===== src/rtl/sram_bus_ctrl_if.sv =====
// Pipeline-side and SRAM-pin signal bundle for sram_bus_ctrl.
// The controller uses the slave modport; the pipeline/board side uses master.
interface sram_bus_ctrl_if #(
  parameter int ADDR_W = 20
);
  logic              mem_ce_i;
  logic              mem_we_i;
  logic [31:0]       mem_addr_i;
  logic [31:0]       mem_data_i;
  logic [3:0]        mem_sel_i;
  logic [31:0]       mem_data_o;
  logic              if_ce_i;
  logic [31:0]       if_addr_i;
  logic [31:0]       if_data_o;
  logic              flush_i;
  logic              stallreq_o;
  logic [ADDR_W-1:0] sram_addr_o;
  logic [31:0]       sram_data_o;
  logic [31:0]       sram_data_i;
  logic              sram_data_oe;
  logic              sram_ce_n;
  logic              sram_oe_n;
  logic              sram_we_n;
  logic [3:0]        sram_be_n;

  modport slave (
    input  mem_ce_i, mem_we_i, mem_addr_i, mem_data_i, mem_sel_i,
    output mem_data_o,
    input  if_ce_i, if_addr_i,
    output if_data_o,
    input  flush_i,
    output stallreq_o,
    output sram_addr_o, sram_data_o, sram_data_oe,
    output sram_ce_n, sram_oe_n, sram_we_n, sram_be_n,
    input  sram_data_i
  );

  modport master (
    output mem_ce_i, mem_we_i, mem_addr_i, mem_data_i, mem_sel_i,
    input  mem_data_o,
    output if_ce_i, if_addr_i,
    input  if_data_o,
    output flush_i,
    input  stallreq_o,
    input  sram_addr_o, sram_data_o, sram_data_oe,
    input  sram_ce_n, sram_oe_n, sram_we_n, sram_be_n,
    output sram_data_i
  );
endinterface


===== src/rtl/sram_bus_ctrl.sv =====
// IF/MEM arbiter and multi-cycle asynchronous SRAM access sequencer with stall request.
// Optional one-entry fetch buffer enabled by defining SRAM_BUS_IF_BUF_EN.
module sram_bus_ctrl #(
  parameter int WAIT_CYCLES = 1,
  parameter int ADDR_W      = 20
) (
  input logic             clk,
  input logic             rst,
  sram_bus_ctrl_if.slave  bus
);
  typedef enum logic [1:0] {
    IDLE   = 2'd0,
    ACCESS = 2'd1,
    DONE   = 2'd2
  } state_t;

  localparam logic [3:0] WAIT_INIT = 4'(WAIT_CYCLES);

  state_t            state;
  logic [3:0]        cnt;
  logic [ADDR_W-1:0] addr_q;
  logic [31:0]       wdata_q;
  logic              we_q;
  logic              src_mem;
  logic              ce_n;
  logic              oe_n;
  logic              we_n;
  logic              data_oe;
  logic [3:0]        be_n;
  logic [31:0]       mem_rd;
  logic [31:0]       if_rd;
  logic              stall;
  logic              buf_hit;
  logic              take_req;
  logic              unused_bits;

  assign unused_bits = ^{bus.mem_addr_i[31:ADDR_W+2], bus.mem_addr_i[1:0],
                         bus.if_addr_i[31:ADDR_W+2], bus.if_addr_i[1:0]};

  assign take_req = !bus.flush_i && (bus.mem_ce_i || (bus.if_ce_i && !buf_hit));

  // Stall request: any pending request in IDLE, whole ACCESS except a flushed write.
  always_comb begin
    stall = 1'b0;
    case (state)
      IDLE:    stall = take_req;
      ACCESS:  stall = !(bus.flush_i && we_q);
      DONE:    stall = 1'b0;
      default: stall = 1'b0;
    endcase
  end

  // Access sequencer; strobes are computed for the next state so they come straight from flops.
  always_ff @(posedge clk or posedge rst) begin
    if (rst) begin
      state   <= IDLE;
      cnt     <= 4'd0;
      addr_q  <= '0;
      wdata_q <= 32'd0;
      we_q    <= 1'b0;
      src_mem <= 1'b0;
      ce_n    <= 1'b1;
      oe_n    <= 1'b1;
      we_n    <= 1'b1;
      data_oe <= 1'b0;
      be_n    <= 4'b1111;
      mem_rd  <= 32'd0;
      if_rd   <= 32'd0;
    end else begin
      case (state)
        IDLE: begin
          if (take_req) begin
            state <= ACCESS;
            cnt   <= WAIT_INIT;
            ce_n  <= 1'b0;
            if (bus.mem_ce_i) begin
              addr_q  <= bus.mem_addr_i[ADDR_W+1:2];
              wdata_q <= bus.mem_data_i;
              we_q    <= bus.mem_we_i;
              src_mem <= 1'b1;
              oe_n    <= bus.mem_we_i;
              we_n    <= !bus.mem_we_i;
              data_oe <= bus.mem_we_i;
              be_n    <= bus.mem_we_i ? ~bus.mem_sel_i : 4'b0000;
            end else begin
              addr_q  <= bus.if_addr_i[ADDR_W+1:2];
              we_q    <= 1'b0;
              src_mem <= 1'b0;
              oe_n    <= 1'b0;
              we_n    <= 1'b1;
              data_oe <= 1'b0;
              be_n    <= 4'b0000;
            end
          end
        end
        ACCESS: begin
          if (bus.flush_i && !we_q) begin
            // Flushed reads abandon the access without touching the read registers.
            state   <= IDLE;
            cnt     <= 4'd0;
            ce_n    <= 1'b1;
            oe_n    <= 1'b1;
            we_n    <= 1'b1;
            data_oe <= 1'b0;
            be_n    <= 4'b1111;
          end else if (cnt == 4'd0) begin
            state   <= DONE;
            ce_n    <= 1'b1;
            oe_n    <= 1'b1;
            we_n    <= 1'b1;
            data_oe <= 1'b0;
            be_n    <= 4'b1111;
            if (!we_q && src_mem) begin
              mem_rd <= bus.sram_data_i;
            end else if (!we_q) begin
              if_rd <= bus.sram_data_i;
            end
          end else begin
            cnt  <= cnt - 4'd1;
            // The final ACCESS cycle (cnt reaches 0) is the write data-hold cycle.
            we_n <= !(we_q && (cnt != 4'd1));
          end
        end
        DONE: begin
          state <= IDLE;
        end
        default: begin
          state   <= IDLE;
          cnt     <= 4'd0;
          ce_n    <= 1'b1;
          oe_n    <= 1'b1;
          we_n    <= 1'b1;
          data_oe <= 1'b0;
          be_n    <= 4'b1111;
        end
      endcase
    end
  end

`ifdef SRAM_BUS_IF_BUF_EN
  logic              buf_valid;
  logic [ADDR_W-1:0] buf_addr;
  logic [31:0]       buf_word;

  assign buf_hit = (state == IDLE) && bus.if_ce_i && buf_valid &&
                   (buf_addr == bus.if_addr_i[ADDR_W+1:2]);

  // Fetch buffer: refilled on every completed fetch, invalidated by a write to the same word.
  always_ff @(posedge clk or posedge rst) begin
    if (rst) begin
      buf_valid <= 1'b0;
      buf_addr  <= '0;
      buf_word  <= 32'd0;
    end else if ((state == ACCESS) && (cnt == 4'd0) && !we_q && !src_mem && !bus.flush_i) begin
      buf_valid <= 1'b1;
      buf_addr  <= addr_q;
      buf_word  <= bus.sram_data_i;
    end else if ((state == DONE) && src_mem && we_q && (buf_addr == addr_q)) begin
      buf_valid <= 1'b0;
    end
  end

  assign bus.if_data_o = buf_hit ? buf_word : if_rd;
`else
  assign buf_hit       = 1'b0;
  assign bus.if_data_o = if_rd;
`endif

  assign bus.stallreq_o   = stall;
  assign bus.mem_data_o   = mem_rd;
  assign bus.sram_addr_o  = addr_q;
  assign bus.sram_data_o  = wdata_q;
  assign bus.sram_data_oe = data_oe;
  assign bus.sram_ce_n    = ce_n;
  assign bus.sram_oe_n    = oe_n;
  assign bus.sram_we_n    = we_n;
  assign bus.sram_be_n    = be_n;
endmodule


===== src/flat_wrapper.sv =====
// flat-port wrapper written by rule: the top's interface ports become plain ports
module sram_bus_ctrl_flat 
#(
  parameter int WAIT_CYCLES = 1,
  parameter int ADDR_W      = 20
)
  (clk, rst, bus_mem_ce_i, bus_mem_we_i, bus_mem_addr_i, bus_mem_data_i, bus_mem_sel_i, bus_mem_data_o, bus_if_ce_i, bus_if_addr_i, bus_if_data_o, bus_flush_i, bus_stallreq_o, bus_sram_addr_o, bus_sram_data_o, bus_sram_data_oe, bus_sram_ce_n, bus_sram_oe_n, bus_sram_we_n, bus_sram_be_n, bus_sram_data_i);
  sram_bus_ctrl_if #(.ADDR_W(ADDR_W)) bus_i ();
  input logic clk;
  input logic rst;
  input wire logic [$bits(bus_i.mem_ce_i)-1:0] bus_mem_ce_i;
  input wire logic [$bits(bus_i.mem_we_i)-1:0] bus_mem_we_i;
  input wire logic [$bits(bus_i.mem_addr_i)-1:0] bus_mem_addr_i;
  input wire logic [$bits(bus_i.mem_data_i)-1:0] bus_mem_data_i;
  input wire logic [$bits(bus_i.mem_sel_i)-1:0] bus_mem_sel_i;
  output wire logic [$bits(bus_i.mem_data_o)-1:0] bus_mem_data_o;
  input wire logic [$bits(bus_i.if_ce_i)-1:0] bus_if_ce_i;
  input wire logic [$bits(bus_i.if_addr_i)-1:0] bus_if_addr_i;
  output wire logic [$bits(bus_i.if_data_o)-1:0] bus_if_data_o;
  input wire logic [$bits(bus_i.flush_i)-1:0] bus_flush_i;
  output wire logic [$bits(bus_i.stallreq_o)-1:0] bus_stallreq_o;
  output wire logic [$bits(bus_i.sram_addr_o)-1:0] bus_sram_addr_o;
  output wire logic [$bits(bus_i.sram_data_o)-1:0] bus_sram_data_o;
  output wire logic [$bits(bus_i.sram_data_oe)-1:0] bus_sram_data_oe;
  output wire logic [$bits(bus_i.sram_ce_n)-1:0] bus_sram_ce_n;
  output wire logic [$bits(bus_i.sram_oe_n)-1:0] bus_sram_oe_n;
  output wire logic [$bits(bus_i.sram_we_n)-1:0] bus_sram_we_n;
  output wire logic [$bits(bus_i.sram_be_n)-1:0] bus_sram_be_n;
  input wire logic [$bits(bus_i.sram_data_i)-1:0] bus_sram_data_i;
  assign bus_i.mem_ce_i = bus_mem_ce_i;
  assign bus_i.mem_we_i = bus_mem_we_i;
  assign bus_i.mem_addr_i = bus_mem_addr_i;
  assign bus_i.mem_data_i = bus_mem_data_i;
  assign bus_i.mem_sel_i = bus_mem_sel_i;
  assign bus_mem_data_o = bus_i.mem_data_o;
  assign bus_i.if_ce_i = bus_if_ce_i;
  assign bus_i.if_addr_i = bus_if_addr_i;
  assign bus_if_data_o = bus_i.if_data_o;
  assign bus_i.flush_i = bus_flush_i;
  assign bus_stallreq_o = bus_i.stallreq_o;
  assign bus_sram_addr_o = bus_i.sram_addr_o;
  assign bus_sram_data_o = bus_i.sram_data_o;
  assign bus_sram_data_oe = bus_i.sram_data_oe;
  assign bus_sram_ce_n = bus_i.sram_ce_n;
  assign bus_sram_oe_n = bus_i.sram_oe_n;
  assign bus_sram_we_n = bus_i.sram_we_n;
  assign bus_sram_be_n = bus_i.sram_be_n;
  assign bus_i.sram_data_i = bus_sram_data_i;
  sram_bus_ctrl #(.WAIT_CYCLES(WAIT_CYCLES), .ADDR_W(ADDR_W)) u_core (.clk(clk), .rst(rst), .bus(bus_i));
endmodule

===== config.mk =====
export PLATFORM = sky130hd
export DESIGN_NAME = sram_bus_ctrl_flat
export DESIGN_NICKNAME = d
export VERILOG_FILES = /design/src/rtl/sram_bus_ctrl_if.sv /design/src/rtl/sram_bus_ctrl.sv /design/src/flat_wrapper.sv
export SDC_FILE = /design/constraint.sdc
export NUM_CORES = 1
export LEC_CHECK = 0
export BUFFER_PORTS_ARGS = -buffer_cell sky130_fd_sc_hd__buf_2
export CAP_MARGIN = 20
export CORE_MARGIN = 1.5
export CORE_UTILIZATION = 46
export CTS_CLUSTER_SIZE = 24
export DETAILED_ROUTE_END_ITERATION = 10
export PLACE_DENSITY = 0.85
export SYNTH_ARGS = -nofsm -noshare
export SYNTH_HDL_FRONTEND = slang
export SYNTH_SLANG_ARGS = --single-unit

===== constraint.sdc =====
create_clock -name clk -period 4.3 [get_ports clk]
set_input_delay 0.43 -clock clk [delete_from_list [all_inputs] [get_ports clk]]
set_output_delay 0.43 -clock clk [all_outputs]
set_load 0.01 [all_outputs]

=== Word-level counts from Yosys, hierarchy flattened ===
Index checks and enable logic that the tools add are counted.

* Register bits: 132
* Output and inout port bits: 125
* Input port bits: 138

* Add/sub/neg operators: 1
* Bitwise gates (word level): 5
* Muxes and demuxes: 32
* Reduce and logical (&&, ||, !) cells: 21
* Eq/ne operators: 6

{| class="wikitable"
|+ Operators with widths
! operator !! count
|-
| $mux W4 || 8
|-
| $pmux W4 S3 || 2
|-
| $mux W20 || 1
|-
| $mux W1 || 12
|-
| $pmux W1 S3 || 4
|-
| $reduce_and A3 Y1 || 3
|-
| $mux W2 || 3
|-
| $reduce_and A2 Y1 || 3
|-
| $logic_and A1 B1 Y1 || 5
|-
| $logic_not A1 Y1 || 5
|-
| $reduce_and A5 Y1 || 1
|-
| $logic_not A4 Y1 || 1
|-
| $ne A4 B1 Y1 const B || 1
|-
| $not A1 Y1 || 4
|-
| $not A4 Y4 || 1
|-
| $pmux W2 S2 || 1
|-
| $reduce_and A4 Y1 || 1
|-
| $sub A4 B1 Y4 const B || 1
|-
| $ne A3 B1 Y1 const B || 1
|-
| $ne A3 B2 Y1 const B || 1
|-
| $eq A2 B1 Y1 const B || 1
|-
| $eq A2 B2 Y1 const B || 1
|-
| $logic_not A2 Y1 || 1
|-
| $ne A2 B1 Y1 const B || 1
|-
| other kinds (2) || 2
|}

=== Logic depth before layout (Yosys ltp) ===
Gate-level depths: netlist of run 1.

* Depth after elaboration: 6
* Depth in mapped cells: 8

=== Worst setup path after synthesis of run 1 ===
Ideal clock, no wire load.

* Path type: register to register
* Start: register u_core.cnt[0]
* End: register u_core.mem_rd[0] (netlist: u_core.bus.mem_data_o[0])
* Period minus slack after synthesis: 2.107 ns
* Required time: 4.175 ns
* Library setup time: 0.125 ns
* Slack: 2.193 ns
* Arrival: 1.982 ns
* Stages on the path, launching flop included: 9
* Path through: dfrtp_1 > inv_1 > ha_1 > or3b_1 > buf_2 > nor3_4 > nand3_4 > buf_6 > mux2_4

* Word-level cells in the longest chain between the ends: 2

{| class="wikitable"
|+ RTL lines
! what !! line !! source
|-
| start, declared || sram_bus_ctrl.sv:20 || <nowiki>logic [3:0] cnt;</nowiki>
|-
| start signal, assigned || sram_bus_ctrl.sv:119 || <nowiki>cnt <= cnt - 4'd1;</nowiki>
|-
| $logic_not A4 Y1 || sram_bus_ctrl.sv:106 || <nowiki>end else if (cnt == 4'd0) begin</nowiki>
|-
| $reduce_and A4 Y1 (no source line) || -- ||
|-
| end signal, assigned || sram_bus_ctrl.sv:114 || <nowiki>mem_rd <= bus.sram_data_i;</nowiki>
|-
| end, declared || sram_bus_ctrl.sv:30 || <nowiki>logic [31:0] mem_rd;</nowiki>
|}

No other way between the ends.
A chain may end at the register's enable or synchronous reset.

=== Final worst setup path of run 1 ===
* Start: register u_core.cnt[0]
* End: register u_core.mem_rd[29] (netlist: u_core.bus.mem_data_o[29])

Same word-level chain as after synthesis.

==> reports/metrics.yaml, run 1 <==
timing:
  hold_viol: 0
  slew_violations: 0
  fin_hold_ws_ps: 213
  max_clock_freq_mhz: 366
  fin_crit_sh: 0.635
  skew_ps: 6.86
  rsz0062_at_grt: "no"
  slew_headroom: 0.440
  worst_pin_slew_ps: 840
  totalNegativeSetupSlack_ps: 0
  fin_crit_ps: 2730
  setup_viol: 0
critical_path:
  r2r_start: "u_core.cnt[0]"
  worstPathCellList: "inv_1, ha_1, or3b_1, nor3_4, nand3_4, mux2_4"
  cp-end-kind: "flop"
  slowest_stage: "nand3_4"
  r2r_cells: 6
  critPathArrivalTime_ps: 3010
  cp.required_ps: 4580
  reg2reg_to: "u_core.bus.mem_data_o[29]"
  path_max_fanout: 32
  worst_setup_path_start_kind: "flop"
  crit_type: "reg2reg"
  rrSetupSlack_ps: 1570
  max_stage_delay_ps: 540
synth:
  synth_top_family_by_area: "multiplexers"
  syn_nets: 514
  yosysWarningCount: 0
  async_reset_ff_frac: 1.00
  syn_area_um2: 5470
  synth_seq_cells: 132
  synthCells: 374
  synth.avg_cell_area_um2: 14.6
  synth_compound_area_frac: 0.0458
  ys.flop_type: "dfrtp_1"
  synth_xor_area_frac: 0
  synth_cell_types: 36
  ys_seq_area_frac: 0.606
  synth_edf_count: 0
  synth_fa_ha_area_frac: 0.00458
  synthSimpleGateAreaFrac: 0.0492
  muxShareOfSynthArea: 0.265
global_routing:
  grt_antenna_before_repair: 0
  grt_pass1_vias: 4131
  grt_first_pass_wirelength_um: 19900
  grt-ovfl-total: 0
  grtUsageTotal: 0.202
  grt_max_degree: 72
layout:
  regArea_um2: 3310
  multi_input_area_um2: 2000
  fin_nets: 754
  n_antenna_cell: 0
  drive_gt1_frac: 0.617
  area_delta_synth_final_pct: 35.4
  nFillCells: 890
  fin_area_um2: 7400
routing:
  dr.pass1.iters: 7
  drc: 15
  vias: 3876
  vias_per_cell: 5.03
  drtAntennaViolNets: 0
  routed_wl_um: 12200
  avgRoutedWirePerCell_um: 15.9
  drtIter0Drc: 246
place:
  gp_congestion: 0.794
  dpl_cell_area_um2: 6750
  port_buffers: 238
  dpl.hpwl_um: 8780
clock_network:
  ctsHtreeMaxLevel: 4
  clock-root-buffer: "clkbuf_16"
  clkTransAtPathRegs_ps: 60
  clk_latency_ps: 400
  cts_tree: "done"
  cts_inserted_buffers: 17
  cts_max_path_buffers: 2
  cts.sinks: 132
  cts_hold_buf: 0
  post_cts_buffers: 0
  cts_resized: 0
floorplan:
  die_height_um: 112
  num_rows: 39
  core_area_um2: 11500
  boundaryPins: 263
  fp.dieW_um: 112
  design.die.area_um2: 12500
  initial_utilization: 0.475
power_and_ir_drop:
  leakage_nw: 3.88
  peakVddDrop_mv: 0.388
  p_per_area_nw_per_um2: 782
outcome:
  status: "finished with violations"
  violations: "DRC"
hold_path:
  min_path_type: "in2async"
run:
  cap_violations: 0
[critical path, delay by kind of cell (launching register included)]
| family | cells | cell delay, ps |
|---|---|---|
| simple gates | 3 | 1330 |
| fa+ha+maj | 1 | 220 |
| mux | 1 | 510 |
| buf+inv | 1 | 100 |
| flops | 1 | 420 |
[routing by layer]
metal | share of wire | vias up | GRT usage
met2 | 0.53 | 143 | 0.362
met5 | 0 | - | 0
met1 | 0.40 | 1915 | 0.231
met3 | 0.060 | 17 | 0.0653
met4 | 0.014 | 0 | 0.0633
li1 | - | 1801 | -
[report_power, final]
part           switching (mW)  internal [mW]  leakage (nW)
clock                   0.529           1.04         0.316
sequential              0.343           1.86          1.61
combinational           0.964           1.05          1.95
total                    1.84           3.95          3.88
[Yosys cell counts (3+ instances only)]
cell type / count / share of area
buf_6: 8 / 0.016
mux2_4: 30 / 0.082
nor3_1: 5 / 0.0046
clkbuf_1: 9 / 0.0062
nand2_1: 27 / 0.019
nor2_1: 6 / 0.0041
buf_2: 4 / 0.0037
o21ai_0: 30 / 0.027
dfrtp_1: 125 / 0.57
inv_1: 4 / 0.0027
dfstp_2: 7 / 0.034
o31ai_1: 3 / 0.0041
mux2i_1: 20 / 0.037
mux2_2: 71 / 0.15
[worst max path at each step]
stage	from	end	slack [ps]	cells after the start
floorplan	rst	u_core.bus.if_data_o[0]	360	1
global placement	u_core.cnt[0]	u_core.bus.mem_data_o[22]	1640	6
detailed placement	u_core.cnt[0]	u_core.bus.mem_data_o[5]	1560	6
CTS	u_core.cnt[0]	u_core.bus.mem_data_o[29]	1560	6
global route	u_core.cnt[0]	u_core.bus.mem_data_o[29]	1440	6
finish	u_core.cnt[0]	u_core.bus.mem_data_o[29]	1570	6
[cell type report]
type / instances / share of cell area
clock inverters: 14 / 0.0281
well taps: 143 / 0.0242
repair buffers: 242 / 0.168
flip-flops and latches: 132 / 0.448
multi-input cells: 217 / 0.271
inverters: 4 / 0.00237
clock buffers: 18 / 0.0594
[kinds of logic (layout without fill, tap and decap cells)]
kind of cell | count (synthesis) | count (layout)
flops | 132 | 132
mux | 121 | 121
simple gates | 51 | 51
compound gates | 43 | 43
buf+inv | 25 | 278
fa+ha+maj | 2 | 2
[sequential cells by signal, indices dropped and copies added, names as in the netlist]
register                 cells
u_core.bus.if_data_o        32
u_core.bus.mem_data_o       32
u_core.bus.sram_addr_o      20
u_core.bus.sram_be_n         4
u_core.bus.sram_ce_n         1
u_core.bus.sram_data_o      32
u_core.bus.sram_data_oe      1
u_core.bus.sram_oe_n         1
u_core.bus.sram_we_n         1
u_core.cnt                   4
u_core.src_mem               1
u_core.state                 2
u_core.we_q                  1
[stage by stage]
step / cells / utilization / setup slack [ps] / power [mW]
finish: 770 / 0.643 / 1570 / 5.78
global route: 770 / 0.643 / 1440 / 6.12
CTS: 770 / 0.643 / 1560 / 5.83
detailed placement: 738 / 0.586 / 1560 / 4.24
global placement: 737 / 0.584 / 1640 / 4.12
floorplan: 374 / - / 356 / 3.41
[placed cells by master, fill, tap and decap left out, types with 2 or more instances in the layout]
cell type,instances
nor3_1,5
o21ai_0,30
mux2_4,30
buf_4,3
mux2_2,71
inv_1,3
nor2b_1,2
mux2i_1,20
clkinv_2,5
o31ai_1,3
dfstp_2,7
clkinvlp_4,2
dfrtp_1,125
ha_1,2
nor2_1,6
bufinv_16,5
nand2_1,27
clkbuf_16,17
nand2b_1,2
buf_2,238
No activity file was read; power rests on OpenSTA's default activity.
==> run 2: changes to the inputs <==
ABC_AREA = 1   (was not set)
CORE_UTILIZATION = 42   (was 46)
PLACE_DENSITY = 0.81   (was 0.85)
clock period = 2.36 ns   (was 4.3 ns; I/O delays follow)
==> reports/metrics.yaml, run 2 <==
global_routing:
  grt_pass1_vias: 4741
  grt_antenna_before_repair: 0
  grt_first_pass_wirelength_um: 23400
  grtUsageTotal: 0.210
  grt-ovfl-total: 0
  grt_max_degree: 133
floorplan:
  die_height_um: 118
  design.die.area_um2: 14000
  core_area_um2: 12800
  fp.dieW_um: 118
  initial_utilization: 0.436
  boundaryPins: 263
  num_rows: 41
clock_network:
  cts_tree: "done"
  cts_hold_buf: 0
  cts.sinks: 132
  cts_resized: 0
  clkTransAtPathRegs_ps: 50
  clk_latency_ps: 400
  cts_inserted_buffers: 17
  clock-root-buffer: "clkbuf_16"
  post_cts_buffers: 0
  ctsHtreeMaxLevel: 4
  cts_max_path_buffers: 2
synth:
  ys_top_cells_by_count: "255 x nand2_1, 125 x dfrtp_1, 72 x o21ai_0"
  ys_seq_area_frac: 0.595
  yosysTopAreaCell: "dfrtp_1"
  synthCells: 659
  synth.top_cell.area_share: 0.562
  ys.flop_type: "dfrtp_1"
  yosysWarningCount: 0
  synth_cell_types: 20
  synth_seq_cells: 132
  synth_edf_count: 0
  synth_area_leaders: "dfrtp_1 56%, nand2_1 17%, o21ai_0 6.5%, nand3_1 6.4%, inv_1 4.3%"
  syn_area_um2: 5570
  synth.avg_cell_area_um2: 8.45
  async_reset_ff_frac: 1.00
  syn_nets: 799
  synth.most_common_cell: "nand2_1"
power_and_ir_drop:
  peakVddDrop_mv: 0.649
  combPwrFrac: 0.366
  p_per_area_nw_per_um2: 1340
  leakage_nw: 4.24
  netSwitchingFraction: 0.370
  power_frac_seq: 0.393
  power.internal_mw: 6.31
  p_sw_mw: 3.70
  power_frac_clock: 0.241
place:
  gp_congestion: 0.831
  port_buffers: 238
  dpl.hpwl_um: 9870
timing:
  slew_violations: 0
  totalNegativeSetupSlack_ps: 0
  fin_hold_ws_ps: 2.32
  setup_viol: 0
  fin_crit_ps: 2020
  hold_viol: 0
  fin_crit_sh: 0.858
  rsz0062_at_grt: "no"
  slew_headroom: 0.526
  worst_pin_slew_ps: 711
  max_clock_freq_mhz: 494
  skew_ps: 6.00
routing:
  dr.pass1.iters: 5
  drtAntennaViolNets: 0
  avgRoutedWirePerCell_um: 13.2
  routed_wl_um: 14200
  drc: 0
  vias: 5018
  drtIter0Drc: 347
  vias_per_cell: 4.67
critical_path:
  reg2reg_to: "u_core.bus.mem_data_o[9]"
  cp-end-kind: "output port"
  crit_type: "reg2out"
  critPathArrivalTime_ps: 1790
  worst_setup_path_start_kind: "flop"
  r2r_start: "u_core.cnt[0]"
  cp.required_ps: 2120
  r2r_cells: 8
  path_max_fanout: 8
  rrSetupSlack_ps: 510
layout:
  mostFrequentLayoutCell: "nand2_1"
  area_delta_synth_final_pct: 34.1
  drive_gt1_frac: 0.324
  layout_common_cells: "255 x nand2_1, 238 x buf_2, 125 x dfrtp_1"
  fin_nets: 1032
  n_antenna_cell: 0
outcome:
  status: "finished, final reports clean"
run:
  cap_violations: 0
hold_path:
  min_path_type: "in2async"
-- run 2: changes by cell type after synthesis, moves of 5 or more --
cell | previous run | this run
buf_2 | 4 | 15
buf_6 | 8 | 0
clkbuf_1 | 9 | 16
inv_1 | 4 | 64
mux2_2 | 71 | 0
mux2_4 | 30 | 0
mux2i_1 | 20 | 0
nand2_1 | 27 | 255
nand3_1 | 1 | 71
nor3_1 | 5 | 0
o21ai_0 | 30 | 72
o21ai_1 | 0 | 6
-- run 2: per-stage QoR --
stage	util	area, um^2	setup slack (ps)	cells	total power [mW]
2_1_floorplan	-	5570	493	659	6.03
3_3_place_gp	0.542	6920	566	1045	7.54
3_5_place_dp	0.542	6920	493	1045	7.66
4_1_cts	0.584	7470	289	1075	10.1
5_1_grt	0.584	7470	206	1075	10.8
6_report	0.584	7470	335	1075	10.0
-- run 2: power by group through the flow --
stage,Combinational (mW),Sequential [mW],Clock [mW]
2_1_floorplan,1.59,4.43,0
6_report,3.67,3.94,2.41
5_1_grt,4.11,4.08,2.59
4_1_cts,3.72,3.94,2.48
3_5_place_dp,3.72,3.95,0
3_3_place_gp,3.63,3.91,0
-- run 2: worst max-delay path, stage by stage (launching register included) --
cell and delay, ps:
dfrtp_1 420, nor2_2 290, inv_2 100, nor2_4 160, inv_2 50, a22oi_1 180, buf_2 180
-- run 2: cell type report --
cell class              count  area (um^2)
fillers                  1172         5310
flip-flops and latches    132         3310
multi-input cells         425         1860
repair buffers            248         1280
clock buffers              25          495
inverters                  68          259
well taps                 172          215
clock inverters             5         50.0
-- run 2: cell families (layout without fill, tap and decap cells) --
| logic type | after synthesis | count (layout) | synth area share |
|---|---|---|---|
| buf+inv | 102 | 346 | 0.0726 |
| flops | 132 | 132 | 0.595 |
| compound gates | 79 | 79 | 0.0714 |
| simple gates | 344 | 344 | 0.257 |
| fa+ha+maj | 2 | 2 | 0.00449 |
-- run 2: routing by layer --
metal / GRT usage / share of wire
met5: 0 / 0
met1: 0.267 / 0.42
met4: 0.108 / 0.033
met2: 0.337 / 0.50
met3: 0.0478 / 0.047
-- run 2: how the worst max path moves through the flow --
stage | start | end
6_report | u_core.state[1] | bus_stallreq_o
5_1_grt | u_core.state[0] | bus_stallreq_o
4_1_cts | u_core.state[0] | bus_stallreq_o
3_5_place_dp | u_core.cnt[0] | u_core.bus.mem_data_o[7]
3_3_place_gp | u_core.cnt[0] | u_core.bus.mem_data_o[6]
2_1_floorplan | rst | u_core.bus.if_data_o[0]
==> run 3: changes to the inputs <==
CELL_PAD_IN_SITES_DETAIL_PLACEMENT = 2   (was not set)
CELL_PAD_IN_SITES_GLOBAL_PLACEMENT = 2   (was not set)
CORE_UTILIZATION = 23   (was 42)
TNS_END_PERCENT = 100   (was not set)
==> reports/metrics.yaml, run 3 (synthesis results as in run 2) <==
outcome:
  status: "finished, final reports clean"
routing:
  routed_wl_um: 20500
  drtAntennaViolNets: 0
  drc: 0
  avgRoutedWirePerCell_um: 16.6
  dr.pass1.iters: 4
  vias_per_cell: 4.31
  drtIter0Drc: 200
  vias: 5323
layout:
  mostFrequentLayoutCell: "nand2_1"
  drive_gt1_frac: 0.333
  layout_common_cells: "255 x nand2_1, 238 x buf_2, 125 x dfrtp_1"
  area_delta_synth_final_pct: 40.7
  nFillCells: 2738
  fin_nets: 1038
critical_path:
  max_stage_delay_ps: 430
  r2r_start: "u_core.cnt[0]"
  crit_type: "reg2out"
  cp.buffers_inverters: 3
  path_max_fanout: 10
  rrSetupSlack_ps: 500
  critPathArrivalTime_ps: 1890
  cp-end-kind: "output port"
  worstPathCellList: "nor2_4, inv_2, nor2_4, inv_2, a22oi_1, buf_2"
  worst_setup_path_start_kind: "flop"
  cp.required_ps: 2120
  slowest_stage: "dfrtp_1"
  cp-startpoint: "u_core.state[0]"
  cp_top_family: "simple AND/OR/NAND/NOR gates"
floorplan:
  core_area_um2: 23600
  die_height_um: 159
  design.die.area_um2: 25200
  fp.dieW_um: 159
  initial_utilization: 0.236
  num_rows: 56
  boundaryPins: 263
place:
  dpl.hpwl_um: 14600
  dp_slack_ps: 444
  gp_congestion: 0.780
  port_buffers: 238
timing:
  max_clock_freq_mhz: 470
  fin_crit_sh: 0.902
  rsz0062_at_grt: "no"
  postLayoutSetupSlackWorst_ps: 231
  slew_headroom: 0.600
  slew_violations: 0
  skew_ps: 10.1
  worst_pin_slew_ps: 596
  totalNegativeSetupSlack_ps: 0
  hold_viol: 0
  fin_crit_ps: 2130
  setup_viol: 0
power_and_ir_drop:
  p_per_area_nw_per_um2: 1380
  peakVddDrop_mv: 0.349
  leakage_nw: 4.31
global_routing:
  grt_first_pass_wirelength_um: 32100
  grtUsageTotal: 0.166
  grt-ovfl-total: 0
  grt_pass1_vias: 5852
  grt_max_degree: 65
  grt_antenna_before_repair: 4
hold_path:
  min_path_type: "in2reg"
  min_from: "bus_mem_data_i[12]"
clock_network:
  ctsHtreeMaxLevel: 4
  clkTransAtPathRegs_ps: 60
  clock-root-buffer: "clkbuf_16"
  cts.sinks: 132
  clk_latency_ps: 420
  post_cts_buffers: 0
  cts_max_path_buffers: 2
  cts_tree: "done"
  cts_inserted_buffers: 17
run:
  cap_violations: 0
## run 3: changes by cell type in the layout (fill, tap and decap cells not counted)
cell           previous run  this run
clkbuf_8                  4         0
clkinv_4                  0         4
diode_2                   0         4
buf_12                    1         4
bufinv_16                 1         4
clkbuf_1                  4         1
clkinv_2                  4         1
inv_6                     0         3
clkinvlp_4                1         3
buf_4                     9        10
dlygate4sd3_1             0         1
nor2_4                    2         3
## run 3: where the power goes
group	internal (mW)	total (mW)	switching (mW)	leakage, nW
Sequential	3.38	3.96	0.581	1.62
Combinational	1.43	3.95	2.52	2.38
Clock	1.78	2.89	1.11	0.302
Total	6.59	10.8	4.21	4.31
## run 3: metrics by stage
stage	util	power (mW)	hold WS, ps	std cells	instance area [um^2]
floorplan	-	6.03	357	659	5570
global route	0.332	11.6	46.0	1232	7830
finish	0.332	10.8	43.4	1234	7830
global placement	0.304	7.76	394	1196	7170
CTS	0.331	11.0	30.6	1230	7820
detailed placement	0.304	7.99	399	1196	7170
## run 3: layout make-up
class	instances	area, um^2	share of cell area
Antenna cell	4	10.0	0.00128
Multi-Input combinational cell	426	1870	0.238
Tap cell	319	399	0.0510
Clock buffer	18	429	0.0548
Inverter	68	259	0.0331
Timing Repair Buffer	253	1360	0.173
Sequential cell	132	3310	0.423
Clock inverter	14	201	0.0257
## run 3: what timing repair did
action / in CTS / in global routing
hold buffers: 1 / 0
hold endpoints to repair: 113 / 0
pin swaps: 1 / 0
setup endpoints to repair: 1 / 1
cloned: 1 / 0
gates resized for setup: 0 / 1
## run 3: per-layer routing
metal  GRT usage  share of wire
met5           0        0.00034
met2       0.306           0.54
met3      0.0397          0.044
met4      0.0547          0.014
met1       0.188           0.40
## run 3: tightest hold or removal path: cells and delay by family
family                 cells  cell delay (ps)
buffers and inverters      1               80
and+or+nand+nor            2              120
## run 3: final timing paths
check                                             end  cells after the start
max in group asynchronous     u_core.bus.sram_be_n[3]                      4
max reg2reg                   u_core.bus.if_data_o[8]                      7
min reg2reg                 u_core.bus.sram_data_o[5]                      2
max                                    bus_stallreq_o                      6
min in group asynchronous     u_core.bus.if_data_o[5]                      4
min                        u_core.bus.sram_data_o[12]                      3
